## src/rtl/dx_latch.sv

```systemverilog
// rtl/dx_latch.sv - decode->execute pipeline register with flush bubbles; optional bubble counter under DX_BUBBLE_COUNT_EN
module dx_latch #(
  parameter int CTRL_W = 16,
  parameter int CNT_W  = 16
) (
  input  logic              CLK,
  input  logic              RST,
  input  logic              en,
  input  logic              stall,
  input  logic              dx_flush,
  input  logic              fd_valid,
  input  logic [31:0]       fd_instr,
  input  logic [31:0]       fd_npc,
  input  logic [31:0]       fd_rdat1,
  input  logic [31:0]       fd_rdat2,
  input  logic [4:0]        fd_dest,
  input  logic              fd_rfWEN,
  input  logic [CTRL_W-1:0] fd_ctrl,
  output logic              ex_valid,
  output logic [31:0]       ex_instr,
  output logic [31:0]       ex_npc,
  output logic [31:0]       ex_rdat1,
  output logic [31:0]       ex_rdat2,
  output logic [4:0]        ex_dest,
  output logic              ex_rfWEN,
  output logic [CTRL_W-1:0] ex_ctrl
`ifdef DX_BUBBLE_COUNT_EN
  ,
  output logic [CNT_W-1:0]  bubble_cnt
`endif
);

  logic adv;
  logic load_bubble;
  logic flush_pending;

  // A stall overrides a fetch hit; a flush seen during a fetch miss is remembered.
  assign adv         = en & ~stall;
  assign load_bubble = adv & (dx_flush | flush_pending);

  // Pipeline register: bubble, real capture, or hold (remembering flushes across misses).
  always_ff @(posedge CLK or posedge RST) begin
    if (RST) begin
      ex_valid      <= 1'b0;
      ex_instr      <= 32'h0;
      ex_npc        <= 32'h0;
      ex_rdat1      <= 32'h0;
      ex_rdat2      <= 32'h0;
      ex_dest       <= 5'd0;
      ex_rfWEN      <= 1'b0;
      ex_ctrl       <= '0;
      flush_pending <= 1'b0;
    end else if (load_bubble) begin
      ex_valid      <= 1'b0;
      ex_instr      <= 32'h0;
      ex_npc        <= 32'h0;
      ex_rdat1      <= 32'h0;
      ex_rdat2      <= 32'h0;
      ex_dest       <= 5'd0;
      ex_rfWEN      <= 1'b0;
      ex_ctrl       <= '0;
      flush_pending <= 1'b0;
    end else if (adv) begin
      ex_valid      <= fd_valid;
      ex_instr      <= fd_instr;
      ex_npc        <= fd_npc;
      ex_rdat1      <= fd_rdat1;
      ex_rdat2      <= fd_rdat2;
      ex_dest       <= fd_dest;
      // An invalid slot must never write the register file.
      ex_rfWEN      <= fd_rfWEN & fd_valid;
      ex_ctrl       <= fd_ctrl;
    end else if (!stall && dx_flush) begin
      flush_pending <= 1'b1;
    end
  end

`ifdef DX_BUBBLE_COUNT_EN
  // Saturating count of bubbles inserted; only reset clears it.
  always_ff @(posedge CLK or posedge RST) begin
    if (RST) begin
      bubble_cnt <= '0;
    end else if (load_bubble && (bubble_cnt != {CNT_W{1'b1}})) begin
      bubble_cnt <= bubble_cnt + 1'b1;
    end
  end
`else
  logic [CNT_W-1:0] unused_cnt_w;
  assign unused_cnt_w = '0;
`endif

endmodule
```

## config.mk

```make
export PLATFORM = sky130hd
export DESIGN_NAME = dx_latch
export DESIGN_NICKNAME = d
export VERILOG_FILES = /design/src/rtl/dx_latch.sv
export SDC_FILE = /design/constraint.sdc
export NUM_CORES = 1
export LEC_CHECK = 0
export CAP_MARGIN = 40
export CORE_AREA = 2 2 117 119
export DETAILED_ROUTE_END_ITERATION = 10
export DIE_AREA = 0 0 119 121
export DONT_BUFFER_PORTS = 1
export SYNTH_ARGS = -nofsm -noshare
export SYNTH_HDL_FRONTEND = slang
export SYNTH_SLANG_ARGS = --single-unit
```

## constraint.sdc

```tcl
create_clock -name CLK -period 5.7 [get_ports CLK]
set_input_delay 1.14 -clock CLK [delete_from_list [all_inputs] [get_ports CLK]]
set_output_delay 1.14 -clock CLK [all_outputs]
set_load 0.01 [all_outputs]
```

Word level (Yosys, flattened, before mapping)
Index checks and enable logic that the tools add are counted.
{"block": "op_classes", "div": 0, "addsub": 0, "shift": 0, "bitwise_logic": 5, "eq_ne": 1, "muxes": 19, "n_reduce_logical": 5, "order_cmp": 0, "mul": 0}
{"op": "2-to-1 mux 32 bit", "n": 8}
{"op": "2-to-1 mux 16 bit", "n": 2}
{"op": "2-to-1 mux 5 bit", "n": 2}
{"op": "2-to-1 mux 1 bit", "n": 7}
{"op": "nonzero test 2 bit", "n": 2}
{"op": "AND 1 bit", "n": 3}
{"op": "inequality test 2 x 1 -> 1 bit (second input constant)", "n": 1}
{"op": "AND reduction 2 bit", "n": 1}
{"op": "logical AND 1 bit", "n": 1}
{"op": "logical NOT 1 bit", "n": 1}
{"op": "NOT 1 bit", "n": 1}
{"op": "bitwise OR 1 bit", "n": 1}
{"block": "word_totals", "memories": 0, "ff_bits": 152, "out_inout_bits": 151, "mem_bits_ro": 0, "ram_bits": 0, "input_bits": 156, "latch_bits": 0}

Depth between registers and ports, before layout
{"block": "depth", "word_depth": 5, "ltp_mapped": 5, "ltp_nobuf": 2}

Least setup slack after synthesis
No wires, ideal clock.
{"block": "synth_path", "path_type": "input -> register", "from": "input port dx_flush", "to": "register ex_instr[0]", "setup_ns": 0.065, "cell_stages": 4, "arrival_time_ns": 2.018, "n_path_buf": 2, "setup_slack_ns": 3.616, "t_required_ns": 5.635, "cell_sequence": "nor4b_4 -> buf_2 -> buf_2 -> a22o_1"}
{"block": "synth_via", "elab_chain_len": 3, "elab_cells_between_ends": 4, "classes_between": "mux (1); bitwise (2); reduce/logical (1)"}
{"element": "start, declared", "line": "10", "text": "input logic dx_flush,"}
{"element": "bitwise OR 1 bit (*)", "line": "39", "text": "assign load_bubble = adv & (dx_flush | flush_pending);"}
{"element": "AND 1 bit (*)", "line": "39"}
{"element": "2-to-1 mux 32 bit or nonzero test 2 bit (tied branches)"}
{"element": "end signal, assigned", "line": "65", "text": "ex_instr <= fd_instr;"}
{"element": "end, declared", "line": "20", "text": "output logic [31:0] ex_instr,"}
Mark *: on every way between the ends. The rest lies on a longest branch, timed or not.
A chain may end at the register's enable or synchronous reset.

Worst setup path after layout
{"block": "layout_path", "from": "input port stall", "to": "register ex_rdat2[19]"}
{"block": "layout_via", "elab_chain_len": 4, "elab_cells_between_ends": 5, "classes_between": "mux (1); bitwise (3); reduce/logical (1)"}
{"element": "start, declared", "line": "9", "text": "input logic stall,"}
{"element": "NOT 1 bit (*)", "line": "38", "text": "assign adv = en & ~stall;"}
{"element": "AND 1 bit (*)", "line": "38"}
{"element": "AND 1 bit", "line": "39"}
{"element": "2-to-1 mux 32 bit or nonzero test 2 bit (tied branches)"}
{"element": "end signal, assigned", "line": "68", "text": "ex_rdat2 <= fd_rdat2;"}
{"element": "end, declared", "line": "23", "text": "output logic [31:0] ex_rdat2,"}
Marked as above.

==> impl_results.html <==
<table>
<tr><th>Metric</th><th>Value</th></tr>
<tr><th colspan="2">Synthesis</th></tr>
<tr><td>Post-synthesis share of cell area spent on xor and xnor gates</td><td>0%</td></tr>
<tr><td>Share of flip-flops with an asynchronous set or reset after synthesis</td><td>100%</td></tr>
<tr><td>Top_reg_cell synth</td><td>sky130_fd_sc_hd__dfrtp_1</td></tr>
<tr><td>Count leader, synth</td><td>sky130_fd_sc_hd__dfrtp_1</td></tr>
<tr><td>Flip-flop and latch count after synthesis</td><td>152</td></tr>
<tr><td>Mapped cell area</td><td>0.00532 mm2</td></tr>
<tr><td>Cell taking the most area after synthesis</td><td>sky130_fd_sc_hd__dfrtp_1</td></tr>
<tr><td>Basic-gate share of the synthesized area counting and, or, nand and nor cells</td><td>0.682%</td></tr>
<tr><td>Number of distinct library cell variants in the gate-level netlist after synthesis</td><td>10</td></tr>
<tr><td>Share of the synthesized area in compound gates (AO/OA/AOI/OAI)</td><td>25.0%</td></tr>
<tr><td>Synth cell count leaders</td><td>sky130_fd_sc_hd__dfrtp_1, sky130_fd_sc_hd__a22o_1, sky130_fd_sc_hd__buf_2</td></tr>
<tr><td>Net Count, Synth</td><td>497</td></tr>
<tr><td>Adder-cell area share of the yosys netlist</td><td>0%</td></tr>
<tr><td>Share of Yosys cell area claimed by the top area cell type</td><td>71.4%</td></tr>
<tr><td>Post-synth EDFFs</td><td>0</td></tr>
<tr><td>Warnings, synthesis</td><td>0</td></tr>
<tr><td>Register area share after synthesis</td><td>71.4%</td></tr>
<tr><td>Fraction of synthesized area in multiplexers</td><td>0%</td></tr>
<tr><td>Largest cells by area after synthesis</td><td>sky130_fd_sc_hd__dfrtp_1, sky130_fd_sc_hd__a22o_1, sky130_fd_sc_hd__buf_2</td></tr>
<tr><td>Cells after Synth</td><td>341</td></tr>
<tr><td>Dominant combinational cell family by area after synthesis</td><td>compound AO/OA/AOI/OAI gates</td></tr>
<tr><td>Average footprint of a synthesized cell</td><td>15.6 um2</td></tr>
<tr><th colspan="2">Die</th></tr>
<tr><td>Horizontal die dimension</td><td>119 um</td></tr>
<tr><td>Vertical extent of the die</td><td>121 um</td></tr>
<tr><td>Placement row count</td><td>42</td></tr>
<tr><td>Number of ports placed on the die boundary</td><td>307</td></tr>
<tr><td>Die Footprint</td><td>0.0144 mm2</td></tr>
<tr><td>Starting density of the core</td><td>40.7%</td></tr>
<tr><td>Floorplan Core Area</td><td>0.0131 mm2</td></tr>
<tr><th colspan="2">Drt</th></tr>
<tr><td>Routed wire per std cell</td><td>23.8 um</td></tr>
<tr><td>Remaining routing DRC violations</td><td>0</td></tr>
<tr><td>First-pass iteration count of the detailed router</td><td>4</td></tr>
<tr><td>Post-Route WL</td><td>12,400 um</td></tr>
<tr><td>Post-DRT Antenna Nets</td><td>0</td></tr>
<tr><td>Via Count</td><td>3,053</td></tr>
<tr><td>Drt initial violations</td><td>195</td></tr>
<tr><td>Vias per inst</td><td>5.86</td></tr>
<tr><th colspan="2">Clock tree</th></tr>
<tr><td>Count of hold buffers inserted by post-cts repair</td><td>0</td></tr>
<tr><td>Clock net sink count</td><td>152</td></tr>
<tr><td>Number of buffers inserted to repair setup after CTS</td><td>0</td></tr>
<tr><td>Number of instances resized during post-cts repair</td><td>0</td></tr>
<tr><td>Number of buffers on the longest clock path</td><td>2</td></tr>
<tr><td>CTS tree</td><td>done</td></tr>
<tr><td>H-Tree Level Count</td><td>4</td></tr>
<tr><td>Clock root cell</td><td>sky130_fd_sc_hd__clkbuf_16</td></tr>
<tr><td>Clk Latency, worst-skew pair</td><td>400 ps</td></tr>
<tr><td>Num CTS Buffers</td><td>17</td></tr>
<tr><td>Clock transition at the register clock pins on the worst setup and hold paths after CTS</td><td>60 ps</td></tr>
<tr><th colspan="2">Outcome</th></tr>
<tr><td>Run status</td><td>finished clean</td></tr>
<tr><th colspan="2">Setup path</th></tr>
<tr><td>Endpoint of the most critical register-to-register path</td><td>ex_rdat2[9]</td></tr>
<tr><td>Critical path required time</td><td>6040 ps</td></tr>
<tr><td>Class of the most critical setup path</td><td>input pin to register</td></tr>
<tr><td>Buffers and inverters on the worst path</td><td>1</td></tr>
<tr><td>Register-to-Register Setup Slack</td><td>3980 ps</td></tr>
<tr><td>Worst Path Max Fanout</td><td>77</td></tr>
<tr><td>Worst R2R Start</td><td>flush_pending</td></tr>
<tr><td>Worst path slowest cell</td><td>sky130_fd_sc_hd__buf_4</td></tr>
<tr><td>Number of cells on the worst reg-to-reg path</td><td>3</td></tr>
<tr><td>Type of element launching the critical path</td><td>input pin</td></tr>
<tr><td>Type of element capturing the critical path</td><td>register</td></tr>
<tr><td>Largest incremental delay on the critical path</td><td>710 ps</td></tr>
<tr><td>Critical path cell sequence</td><td>nand2b_4 -&gt; buf_4 -&gt; a22o_1</td></tr>
<tr><td>Arrival time of the worst setup path</td><td>2790 ps</td></tr>
<tr><td>Top delay family on crit path</td><td>buffers and inverters</td></tr>
<tr><th colspan="2">Finish</th></tr>
<tr><td>Fill cells</td><td>1,149</td></tr>
<tr><td>Final Cell Area</td><td>0.00608 mm2</td></tr>
<tr><td>Nets@finish</td><td>488</td></tr>
<tr><td>Count of inserted antenna diode cells</td><td>0</td></tr>
<tr><td>Layout overhead on the synthesized area</td><td>14.2%</td></tr>
<tr><td>Fraction of layout instances using a drive strength above 1</td><td>11.3%</td></tr>
<tr><th colspan="2">Pwr</th></tr>
<tr><td>Proportion of power drawn by flip-flops and latches</td><td>50.3%</td></tr>
<tr><td>Internal power</td><td>1.96 mW</td></tr>
<tr><td>Switching power share of the total</td><td>24.3%</td></tr>
<tr><td>Peak supply drop</td><td>165 uV</td></tr>
<tr><td>Net switching power figure</td><td>630 uW</td></tr>
<tr><td>Portion of total power attributed to combinational logic</td><td>5.8%</td></tr>
<tr><td>Power density normalized to cell area</td><td>426 mW/mm2</td></tr>
<tr><td>Standby leakage power</td><td>2.89 nW</td></tr>
<tr><td>Proportion of power drawn by the clock network</td><td>43.8%</td></tr>
<tr><th colspan="2">STA</th></tr>
<tr><td>Worst Setup Slack, final</td><td>3240 ps</td></tr>
<tr><td>Rel. slew slack</td><td>44.1%</td></tr>
<tr><td>Sum Neg Setup Slack</td><td>0 ps</td></tr>
<tr><td>Number of failing setup endpoints in the final timing report</td><td>0</td></tr>
<tr><td>Post-route minimum period</td><td>2460 ps</td></tr>
<tr><td>Period utilisation layout</td><td>43.1%</td></tr>
<tr><td>Achievable clock frequency</td><td>0.407 GHz</td></tr>
<tr><td>Hold violation total from the final report</td><td>0</td></tr>
<tr><td>RSZ-0062 raised after global routing</td><td>false</td></tr>
<tr><td>Setup clock skew after layout</td><td>5.06 ps</td></tr>
<tr><td>Transition time at the pin with the least slew margin</td><td>838 ps</td></tr>
<tr><td>Total count of max-transition violations in the final report</td><td>0</td></tr>
<tr><th colspan="2">Placement</th></tr>
<tr><td>IO buf count</td><td>0</td></tr>
<tr><td>HPWL after detailed placement</td><td>8450 um</td></tr>
<tr><td>Placement-stage cell area</td><td>0.00547 mm2</td></tr>
<tr><td>Weighted congestion at the end of routability-driven global placement</td><td>0.720</td></tr>
<tr><td>Worst slack after detailed placement</td><td>2800 ps</td></tr>
<tr><th colspan="2">Global route</th></tr>
<tr><td>Number of antenna violations at the first check in global routing</td><td>0</td></tr>
<tr><td>Largest net degree at the start of global routing</td><td>95</td></tr>
<tr><td>Overall Global Routing Usage</td><td>17.0%</td></tr>
<tr><td>Remaining global-route overflow</td><td>0</td></tr>
<tr><td>Number of global-route vias before repair</td><td>3,122</td></tr>
<tr><td>First-pass GRT wire length</td><td>18,500 um</td></tr>
<tr><th colspan="2">Worst hold path</th></tr>
<tr><td>Hold WC Path Type</td><td>input pin to asynchronous set/reset pin</td></tr>
<tr><th colspan="2">Job</th></tr>
<tr><td>Max-cap viol count</td><td>0</td></tr>
</table>
state kept, by name (all words and copies together) (netlist names):
register,flops
flush_pending,1
ex_rdat1,32
ex_dest,5
ex_valid,1
ex_instr,32
ex_ctrl,16
ex_npc,32
ex_rdat2,32
ex_rfWEN,1
logic make-up (layout without fill, tap and decap cells):
logic type | Yosys count | count (layout)
flip-flops | 152 | 152
AND/OR/NAND/NOR | 3 | 3
AO/OA/AOI/OAI | 152 | 152
buffers and inverters | 34 | 38
how the worst max path moves through the flow:
| stage | start | endpoint | cells after the start |
|---|---|---|---|
| after detailed placement | stall | ex_ctrl[11] | 3 |
| after global routing | stall | ex_ctrl[3] | 3 |
| after CTS | stall | ex_instr[18] | 3 |
| final | stall | ex_rdat2[19] | 3 |
| after global placement | stall | ex_rdat2[16] | 3 |
| after floorplan | RST | ex_ctrl[0] | 1 |
cell type report:
type,count,area [um2],area share (%)
sequential,152,3800,62.6
clock buffer,19,443,7.29
timing repair buffer,5,57.6,0.947
tap,176,220,3.62
multi-input combinational,155,1380,22.6
inverter,1,8.76,0.144
clock inverter,13,170,2.80
worst register-to-register path: stages, from the launching register on:
cell                      delay (ps)
sky130_fd_sc_hd__dfrtp_1         400
sky130_fd_sc_hd__nor4b_4         290
sky130_fd_sc_hd__buf_4           640
sky130_fd_sc_hd__a22o_1          310
power by group through the flow:
stage / Clock, mW / Sequential [mW] / Combinational [mW]
5_1_grt: 1.23 / 1.31 / 0.170
2_1_floorplan: 0 / 1.30 / 0.130
3_3_place_gp: 0 / 1.32 / 0.144
4_1_cts: 1.17 / 1.31 / 0.155
3_5_place_dp: 0 / 1.32 / 0.156
6_report: 1.14 / 1.30 / 0.151
per-layer routing:
layer	up-vias	wire length, um	GRT usage, %
met4	0	223	6.47
met5	-	0	0
met1	1528	4820	21.2
met2	206	6150	26.7
li1	1301	-	-
met3	18	1220	6.67
cell usage in the layout, fill, tap and decap left out, drive strengths merged:
| cell type | Yosys | routed |
|---|---|---|
| clkinvlp | 0 | 6 |
| nand2b | 1 | 1 |
| nor4b | 1 | 1 |
| clkbuf | 13 | 19 |
| a32o | 1 | 1 |
| buf | 20 | 5 |
| o21a | 1 | 1 |
| a22o | 150 | 150 |
| nor2b | 1 | 1 |
| clkinv | 0 | 2 |
| bufinv | 0 | 3 |
| inv | 1 | 3 |
| dfrtp | 152 | 152 |
through the flow:
step,util (%),hold slack [ps],cells,total power [mW]
floorplan,-,523,341,1.43
global placement,41.6,538,488,1.47
detailed placement,41.8,542,489,1.48
CTS,46.5,474,521,2.63
global route,46.5,470,521,2.71
finish,46.5,494,521,2.59
Power figures use the tool's default switching activity.
